**src/rtl/hbus_arb.sv**
```systemverilog
`default_nettype none
// ============================================================================
// Module      : hbus_arb
// Description : Shared hart memory-port responder. Round-robin arbitration of
//               line reads/writes onto one memory port, fill-data return on
//               per-hart h_dv strobes, post-write invalidation broadcast, and
//               ownership of the AMO lock.
// Revision    : 1.0 - initial release
// ============================================================================
module hbus_arb #(
    parameter int N_HARTS = 2,
    parameter int LINE_W  = 256
) (
    input  logic                      clk,
    input  logic                      rst,
    input  logic [64*N_HARTS-1:0]     h_addr,
    input  logic [N_HARTS-1:0]        h_rd,
    input  logic [N_HARTS-1:0]        h_wr,
    input  logic [LINE_W*N_HARTS-1:0] h_data_out,
    output logic [LINE_W-1:0]         h_data_in,
    output logic [N_HARTS-1:0]        h_dv,
    output logic [63:0]               h_inv_addr,
    output logic [N_HARTS-1:0]        h_inv,
    input  logic [N_HARTS-1:0]        h_amo_req,
    output logic [N_HARTS-1:0]        h_amo_ack,
    output logic [63:0]               m_addr,
    output logic                      m_rd,
    output logic                      m_wr,
    output logic [LINE_W-1:0]         m_data_out,
    input  logic [LINE_W-1:0]         m_data_in,
    input  logic                      m_dv
);

    localparam int          c_PTR_W     = (N_HARTS > 1) ? $clog2(N_HARTS) : 1;
    localparam int          c_OFF_W     = $clog2(LINE_W / 8);
    localparam logic [63:0] c_LINE_MASK = ~((64'd1 << c_OFF_W) - 64'd1);

    typedef enum logic [1:0] {
        S_IDLE = 2'd0,
        S_REQ  = 2'd1,
        S_RESP = 2'd2,
        S_INV  = 2'd3
    } state_t;

    state_t               r_state;
    logic [c_PTR_W-1:0]   r_rr_ptr;
    logic [c_PTR_W-1:0]   r_win;
    logic                 r_is_wr;
    logic [63:0]          r_addr;
    logic [LINE_W-1:0]    r_wdata;
    logic [LINE_W-1:0]    r_rdata;
    logic [N_HARTS-1:0]   r_dv;
    logic [N_HARTS-1:0]   r_inv;
    logic [63:0]          r_inv_addr;
    logic                 r_m_rd;
    logic                 r_m_wr;
    logic                 r_lock_busy;
    logic [c_PTR_W-1:0]   r_lock_owner;
    logic [N_HARTS-1:0]   r_amo_ack;
    // Set after a hart's writeback completes while it still holds h_rd,
    // so its next grant is the read half of the pair.
    logic [N_HARTS-1:0]   r_wb_done;

    logic [N_HARTS-1:0]   w_elig;
    logic                 w_any;
    logic [c_PTR_W-1:0]   w_win;
    logic [c_PTR_W-1:0]   w_idx;
    logic [c_PTR_W-1:0]   w_next_ptr;
    logic [63:0]          w_sel_addr;
    logic [LINE_W-1:0]    w_sel_data;
    logic                 w_sel_wr;
    logic                 w_amo_any;
    logic [c_PTR_W-1:0]   w_amo_low;
    logic                 w_owner_drop;
    logic [N_HARTS-1:0]   w_inv_mask;

    // A hart may compete when it has a request and the lock does not exclude it.
    for (genvar gi = 0; gi < N_HARTS; gi++) begin : g_elig
        assign w_elig[gi] = (h_rd[gi] | h_wr[gi]) &
                            (~r_lock_busy | (r_lock_owner == c_PTR_W'(gi)));
    end

    // Round-robin search for the first eligible hart at or after the pointer.
    always_comb begin
        w_any = 1'b0;
        w_win = '0;
        w_idx = '0;
        for (int k = 0; k < N_HARTS; k++) begin
            w_idx = c_PTR_W'((int'(r_rr_ptr) + k) % N_HARTS);
            if (!w_any && w_elig[w_idx]) begin
                w_any = 1'b1;
                w_win = w_idx;
            end
        end
    end

    assign w_next_ptr = c_PTR_W'((int'(w_win) + 1) % N_HARTS);
    assign w_sel_addr = h_addr[64*int'(w_win) +: 64];
    assign w_sel_data = h_data_out[LINE_W*int'(w_win) +: LINE_W];
    // Writeback goes first when a hart presents both a read and a write.
    assign w_sel_wr   = h_wr[w_win] & ~r_wb_done[w_win];

    // Lowest-index AMO requester, used when the lock is (becoming) free.
    always_comb begin
        w_amo_any = |h_amo_req;
        w_amo_low = '0;
        for (int k = N_HARTS - 1; k >= 0; k--) begin
            if (h_amo_req[k]) begin
                w_amo_low = c_PTR_W'(k);
            end
        end
    end

    assign w_owner_drop = r_lock_busy & ~h_amo_req[r_lock_owner];

    // Everyone except the writer gets the invalidate; empty for one hart.
    always_comb begin
        w_inv_mask        = '1;
        w_inv_mask[r_win] = 1'b0;
    end

    // AMO lock: release on owner drop; new grants only while the FSM is idle.
    always_ff @(posedge clk) begin
        if (rst) begin
            r_lock_busy  <= 1'b0;
            r_lock_owner <= '0;
            r_amo_ack    <= '0;
        end else if ((~r_lock_busy | w_owner_drop) && (r_state == S_IDLE) && w_amo_any) begin
            r_lock_busy            <= 1'b1;
            r_lock_owner           <= w_amo_low;
            r_amo_ack              <= '0;
            r_amo_ack[w_amo_low]   <= 1'b1;
        end else if (w_owner_drop) begin
            r_lock_busy <= 1'b0;
            r_amo_ack   <= '0;
        end
    end

    // Track which harts have finished the writeback half of a rd+wr pair.
    always_ff @(posedge clk) begin
        if (rst) begin
            r_wb_done <= '0;
        end else begin
            for (int i = 0; i < N_HARTS; i++) begin
                if (!(h_rd[i] && h_wr[i])) begin
                    r_wb_done[i] <= 1'b0;
                end
            end
            if (r_state == S_RESP) begin
                r_wb_done[r_win] <= r_is_wr & h_rd[r_win] & h_wr[r_win];
            end
        end
    end

    // Transaction FSM: grant, memory request, hart response, invalidate.
    always_ff @(posedge clk) begin
        if (rst) begin
            r_state    <= S_IDLE;
            r_rr_ptr   <= '0;
            r_win      <= '0;
            r_is_wr    <= 1'b0;
            r_addr     <= '0;
            r_wdata    <= '0;
            r_rdata    <= '0;
            r_dv       <= '0;
            r_inv      <= '0;
            r_inv_addr <= '0;
            r_m_rd     <= 1'b0;
            r_m_wr     <= 1'b0;
        end else begin
            case (r_state)
                S_IDLE: begin
                    if (w_any) begin
                        r_win    <= w_win;
                        r_rr_ptr <= w_next_ptr;
                        r_is_wr  <= w_sel_wr;
                        r_addr   <= w_sel_addr & c_LINE_MASK;
                        r_wdata  <= w_sel_wr ? w_sel_data : '0;
                        r_m_rd   <= ~w_sel_wr;
                        r_m_wr   <= w_sel_wr;
                        r_state  <= S_REQ;
                    end
                end
                S_REQ: begin
                    if (m_dv) begin
                        r_m_rd       <= 1'b0;
                        r_m_wr       <= 1'b0;
                        if (!r_is_wr) begin
                            r_rdata <= m_data_in;
                        end
                        r_dv[r_win]  <= 1'b1;
                        r_state      <= S_RESP;
                    end
                end
                S_RESP: begin
                    r_dv <= '0;
                    if (r_is_wr) begin
                        r_inv      <= w_inv_mask;
                        r_inv_addr <= r_addr;
                        r_state    <= S_INV;
                    end else begin
                        r_state <= S_IDLE;
                    end
                end
                S_INV: begin
                    r_inv   <= '0;
                    r_state <= S_IDLE;
                end
                default: r_state <= S_IDLE;
            endcase
        end
    end

    assign h_data_in  = r_rdata;
    assign h_dv       = r_dv;
    assign h_inv      = r_inv;
    assign h_inv_addr = r_inv_addr;
    assign h_amo_ack  = r_amo_ack;
    assign m_addr     = r_addr;
    assign m_rd       = r_m_rd;
    assign m_wr       = r_m_wr;
    assign m_data_out = r_wdata;

endmodule
`default_nettype wire

```
**config.mk**
```make
export PLATFORM = sky130hd
export DESIGN_NAME = hbus_arb
export DESIGN_NICKNAME = d
export VERILOG_FILES = /design/src/rtl/hbus_arb.sv
export SDC_FILE = /design/constraint.sdc
export NUM_CORES = 1
export LEC_CHECK = 0
export ABC_AREA = 1
export CAP_MARGIN = 40
export CORE_AREA = 5 5 606 608
export CTS_CLUSTER_DIAMETER = 120
export DETAILED_ROUTE_END_ITERATION = 8
export DIE_AREA = 0 0 611 613
export PLACE_DENSITY_LB_ADDON = 0.08
export SLEW_MARGIN = 10
export SYNTH_ARGS = -nofsm -noshare
export SYNTH_HDL_FRONTEND = slang
export SYNTH_SLANG_ARGS = --single-unit
```
**constraint.sdc**
```tcl
create_clock -name clk -period 4.5 [get_ports clk]
set_input_delay 0.9 -clock clk [delete_from_list [all_inputs] [get_ports clk]]
set_output_delay 0.9 -clock clk [all_outputs]
set_load 0.01 [all_outputs]
```
# [Yosys cells after proc, flatten, opt, wreduce, memory -nomap -nowiden]
# Cells that the tools add are included.
[op_classes] add_sub_neg=2 mul=0 div_mod_pow=0 order_cmp=8 n_eq_ne=6 n_shift=2 n_mux=48 n_bitwise=19 n_reduce_logical=21
[ops] cell="indexed part select 512 x 10 -> 256 bit" count=1
[ops] cell="two-way mux 256 bit" count=1
[ops] cell="indexed part select 128 x 8 -> 64 bit" count=1
[ops] cell="two-way mux 1 bit" count=31
[ops] cell="two-way mux 2 bit" count=8
[ops] cell="less-than comparator 1 x 2 -> 1 bit, second input constant" count=6
[ops] cell="AND reduction 2 bit" count=5
[ops] cell="one-hot mux 2 bit (2 select lines)" count=2
[ops] cell="one-hot mux 2 bit (4 select lines)" count=1
[ops] cell="nonzero test 2 bit" count=4
[ops] cell="logical AND 1 bit" count=7
[ops] cell="bitwise AND 1 bit" count=6
[ops] cell="!= test 2 bit, second input constant" count=3
[ops] cell="NOT 1 bit" count=6
[ops] cell="AND reduction 3 bit" count=2
[ops] cell="OR 1 bit" count=5
[ops] cell="equality test 2 bit, second input constant" count=2
[ops] cell="one-hot mux 1 bit (2 select lines)" count=2
[ops] cell="adder 1 bit, second input constant" count=2
[ops] cell="bitwise mux 2 bit" count=1
[ops] cell="demux 1 bit (select 1 bit)" count=2
[ops] cell="equality test 2 x 1 -> 1 bit, second input constant" count=1
[ops] cell=">= comparator 1 bit, second input constant" count=2
[ops] cell="zero test 2 bit" count=1
[ops] cell="other kinds (4)" count=4
[totals] regBits=647 latchBits=0 ram_bits=0 rom_bits=0 input_bits=905 output_inout_bits=648 elab_cells=122 n_memories=0

# [Depth between registers and ports, before layout]
[depth] ltp_word=16 ltp_mapped=11 depth_no_buf=9

# [Least setup slack after synthesis]
# No wires, ideal clock.
[synth_timing] kind="input-to-reg" startpoint="input port h_wr[1]" endpoint="register r_wdata[139] (netlist: m_data_out[139])" setup_time_ns=0.070 t_arrival_ns=1.930 required_time_ns=4.430 slack_ns=2.499 path_stages=10 path_buffers=3 path_cell_list="nor2_1 -> nor2_4 -> nand2_1 -> buf_4 -> buf_4 -> buf_2 -> nand2_1 -> nand2_1 -> nand3_1 -> a21oi_1"
[synth_between] elab_chain_cells=13 elab_cells_between_ends=21 cone_classes="shift: 1; mux: 13; bitwise: 4; reduce/logical: 3"
[synth_rtl] element="start, declared" line_no="18" rtl="input logic [N_HARTS-1:0] h_wr,"
[synth_rtl] element="branches (longest 13 deep; another with indexed part select 512 x 10 -> 256 bit)"
[synth_rtl] element="end signal, assigned" line_no="178" rtl="r_wdata <= w_sel_wr ? w_sel_data : '0;"
[synth_rtl] element="end, declared" line_no="50" rtl="logic [LINE_W-1:0] r_wdata;"
# Several ways; the timed one is not identified. The select of a mux whose other input is x is not followed.
# A chain may end at the register's enable or synchronous reset.

# [Final worst setup path]
[layout_timing] startpoint="input port h_wr[0]" endpoint="register r_wdata[251] (netlist: m_data_out[251])"
# Same word-level chain as after synthesis.

==> results.cfg <==
[placed_design]
place.gp.congestion = 0.799
io_buffers = 1532
dpl.hpwl_um = 209000
placed_cells = 9999

[power]
leakagePower_nw = 18.7
pwr_density_cell_mw_per_mm2 = 402
ir_worst_vdd_v = 0.000280

[worst_setup_path]
startpoint_type = primary input
crit_arrival_ns = 4.06
endpoint_kind = flop
crit_type = in2reg
cp.required_ns = 5.20
critPathMaxFanout = 65

[route]
first_pass_iters = 5
first_iter_violations = 1855
drcViolationCount = 0
vias_per_cell = 3.22
avgRoutedWirePerCell_um = 25.6
finalWirelength_um = 261000
num_vias = 32932
antenna_left = 0

[clock_network]
ctsHoldBuffers = 0
ctsLongestPathBuffers = 4
postCtsSetupBuffers = 0
cts_root_buffer = clkbuf_16
clock-sinks = 647
htree_num_levels = 3
numCtsBuffers = 106
cts_resized = 0
clk_latency_ns = 0.87
cts_tree = built
cts.clk_slew.worst_paths_ns = 0.06

[flow_run]
drv_cap = 0

[logic_synthesis]
synth_top_area_share_pct = 47.7
syn_area_per_cell_um2 = 6.92
synth_top_cell_by_area = dfxtp_1
synth_cell_types = 21
synthFlopType = dfxtp_1
yosysSeqAreaShare_pct = 47.7
synth.area.mux_share_pct = 0
yosys_warnings = 0
synth_top_family_by_area = simple AND/OR/NAND/NOR gates
synthSimpleGateAreaFrac_pct = 33.9
syn_area_mm2 = 0.0272
synth_compound_area_share_pct = 12.1
synth_xor_xnor_area_share_pct = 0
synthAdderAreaFrac_pct = 0
synth-edff-count = 0
netlist_instances = 3926
ys_ff_latch = 647
synthArstFlopShare_pct = 0
ys_top_cells_by_area = dfxtp_1, nand2_1, nand3_1, nor2_1, a21oi_1

[worst_hold_path]
hold_class = in2reg

[cells_and_area]
areaGrowthSynthToFinish_pct = 89.9
final_nets = 6218
final_cells = 10213
fillCellCount = 41687
multi_input_comb_area_mm2 = 0.0126
drive_gt1_share_pct = 5.15
final-seq-area_mm2 = 0.0130

[floorplan]
dieArea_mm2 = 0.375
die_h_um = 613
boundaryPins = 1553
rows = 221
die_w_um = 611
initial_core_util_pct = 7.52
core-area_mm2 = 0.361

[global_route]
gr-total-overflow = 0
grt_pass1_vias = 32928
grt_max_degree = 162
grt_antenna_before_repair = 175
grt_pass1_wl_um = 333000
globalRouteTotalUtil_pct = 13.2

[timing]
finClkSkew_ns = 0.0923
slew_viol_final = 0
tightestPinTransition_ns = 0.865
fmaxAchievable_ghz = 0.297
relSlewSlack_pct = 42.3
setup_viol = 0
rsz0062_at_grt = false
hold_viol = 0
setup_tns_ns = 0
post-route-period-util_pct = 74.8
min_period_ns = 3.37

[status]
outcome = finished, final reports clean
==> flip-flops by register name, summed over array words and instances (netlist names) <==
name	flops
m_wr	1
r_wb_done	2
r_lock_owner	1
h_data_in	256
r_is_wr	1
m_addr	59
m_rd	1
h_amo_ack	2
r_lock_busy	1
r_state	2
h_dv	2
h_inv	2
h_inv_addr	59
r_rr_ptr	1
m_data_out	256
r_win	1
==> where the power goes <==
part,total [mW],switching (mW),internal [mW]
combinational,5.77,3.45,2.32
clock,8.40,3.46,4.94
sequential,6.57,0.326,6.25
total,20.7,7.23,13.5
==> metal layers <==
layer / routed length, µm / track usage (%)
met1: 97100 / 14.1
met2: 139000 / 25.2
met3: 18600 / 4.13
met4: 6170 / 2.84
met5: 254 / 0
==> critical path, stage by stage <==
cell,delay [ns]
clkdlybuf4s50_1,0.48
inv_1,0.06
nand2_1,0.23
nand3_4,0.46
nand2_4,0.38
buf_4,0.70
nand2_1,0.12
nand2_1,0.11
nand3_1,0.33
a21oi_1,0.24
==> path summary, 6_finish.rpt <==
kind	start	end	slack (ns)	cells past startpoint
hold / removal	rst	m_addr[25]	0.44	2
hold reg to reg	m_addr[38]	h_inv_addr[38]	0.44	2
setup reg to reg	r_lock_busy	m_data_out[251]	1.57	8
setup / recovery	h_wr[0]	m_data_out[251]	1.13	10
==> cell usage in the layout (no fill, tap or decap), types with 2 or more instances in the layout <==
master,count
inv_1,13
buf_8,2
dfxtp_1,647
nor2_4,2
clkinvlp_4,4
inv_6,2
clkinv_16,2
clkbuf_8,34
buf_4,58
nand3_1,579
a21oi_1,331
nand3_4,2
inv_8,2
clkinv_4,2
conb_1,10
o21ai_0,320
nand2_4,3
inv_2,2
clkbuf_16,106
clkbuf_1,17
clkinv_2,20
nand2_1,1029
buf_12,30
clkdlybuf4s50_1,1531
diode_2,24
nor2_1,637
==> through the flow <==
| stage | utilization, % | cell area (µm²) | power [mW] | hold slack, ns | worst slack [ns] |
|---|---|---|---|---|---|
| detailed placement | 13.3 | 48000 | 12.7 | 0.456 | 0.175 |
| global route | 14.3 | 51500 | 22.0 | 0.375 | 0.961 |
| CTS | 14.3 | 51500 | 21.5 | 0.338 | 1.06 |
| floorplan | - | 27200 | 8.91 | 0.444 | 2.50 |
| global placement | 13.3 | 48000 | 12.7 | 0.453 | 0.141 |
| finish | 14.3 | 51600 | 20.7 | 0.439 | 1.13 |
==> Yosys cell counts (2+ instances only) <==
master / instances
clkbuf_1: 145
nor2_1: 637
nor2_2: 2
o21ai_0: 320
nand3_1: 581
buf_2: 175
dfxtp_1: 647
inv_1: 15
a21oi_1: 331
buf_4: 29
nand2_1: 1032
buf_1: 3
==> kinds of logic after synthesis <==
| kind of cell | Yosys count |
|---|---|
| and+or+nand+nor | 2254 |
| AOI/OAI and AO/OA | 655 |
| other | 1 |
| buffers and inverters | 369 |
| DFF | 647 |
==> final cells by class <==
class,count,area share [%]
repair buffers,1622,31.8
flip-flops and latches,647,25.1
inverters,17,0.153
clock inverters,33,0.565
well taps,4794,11.6
multi-input cells,2919,24.4
clock buffers,157,6.17
diodes,24,0.116
Power figures use the tool's default switching activity.
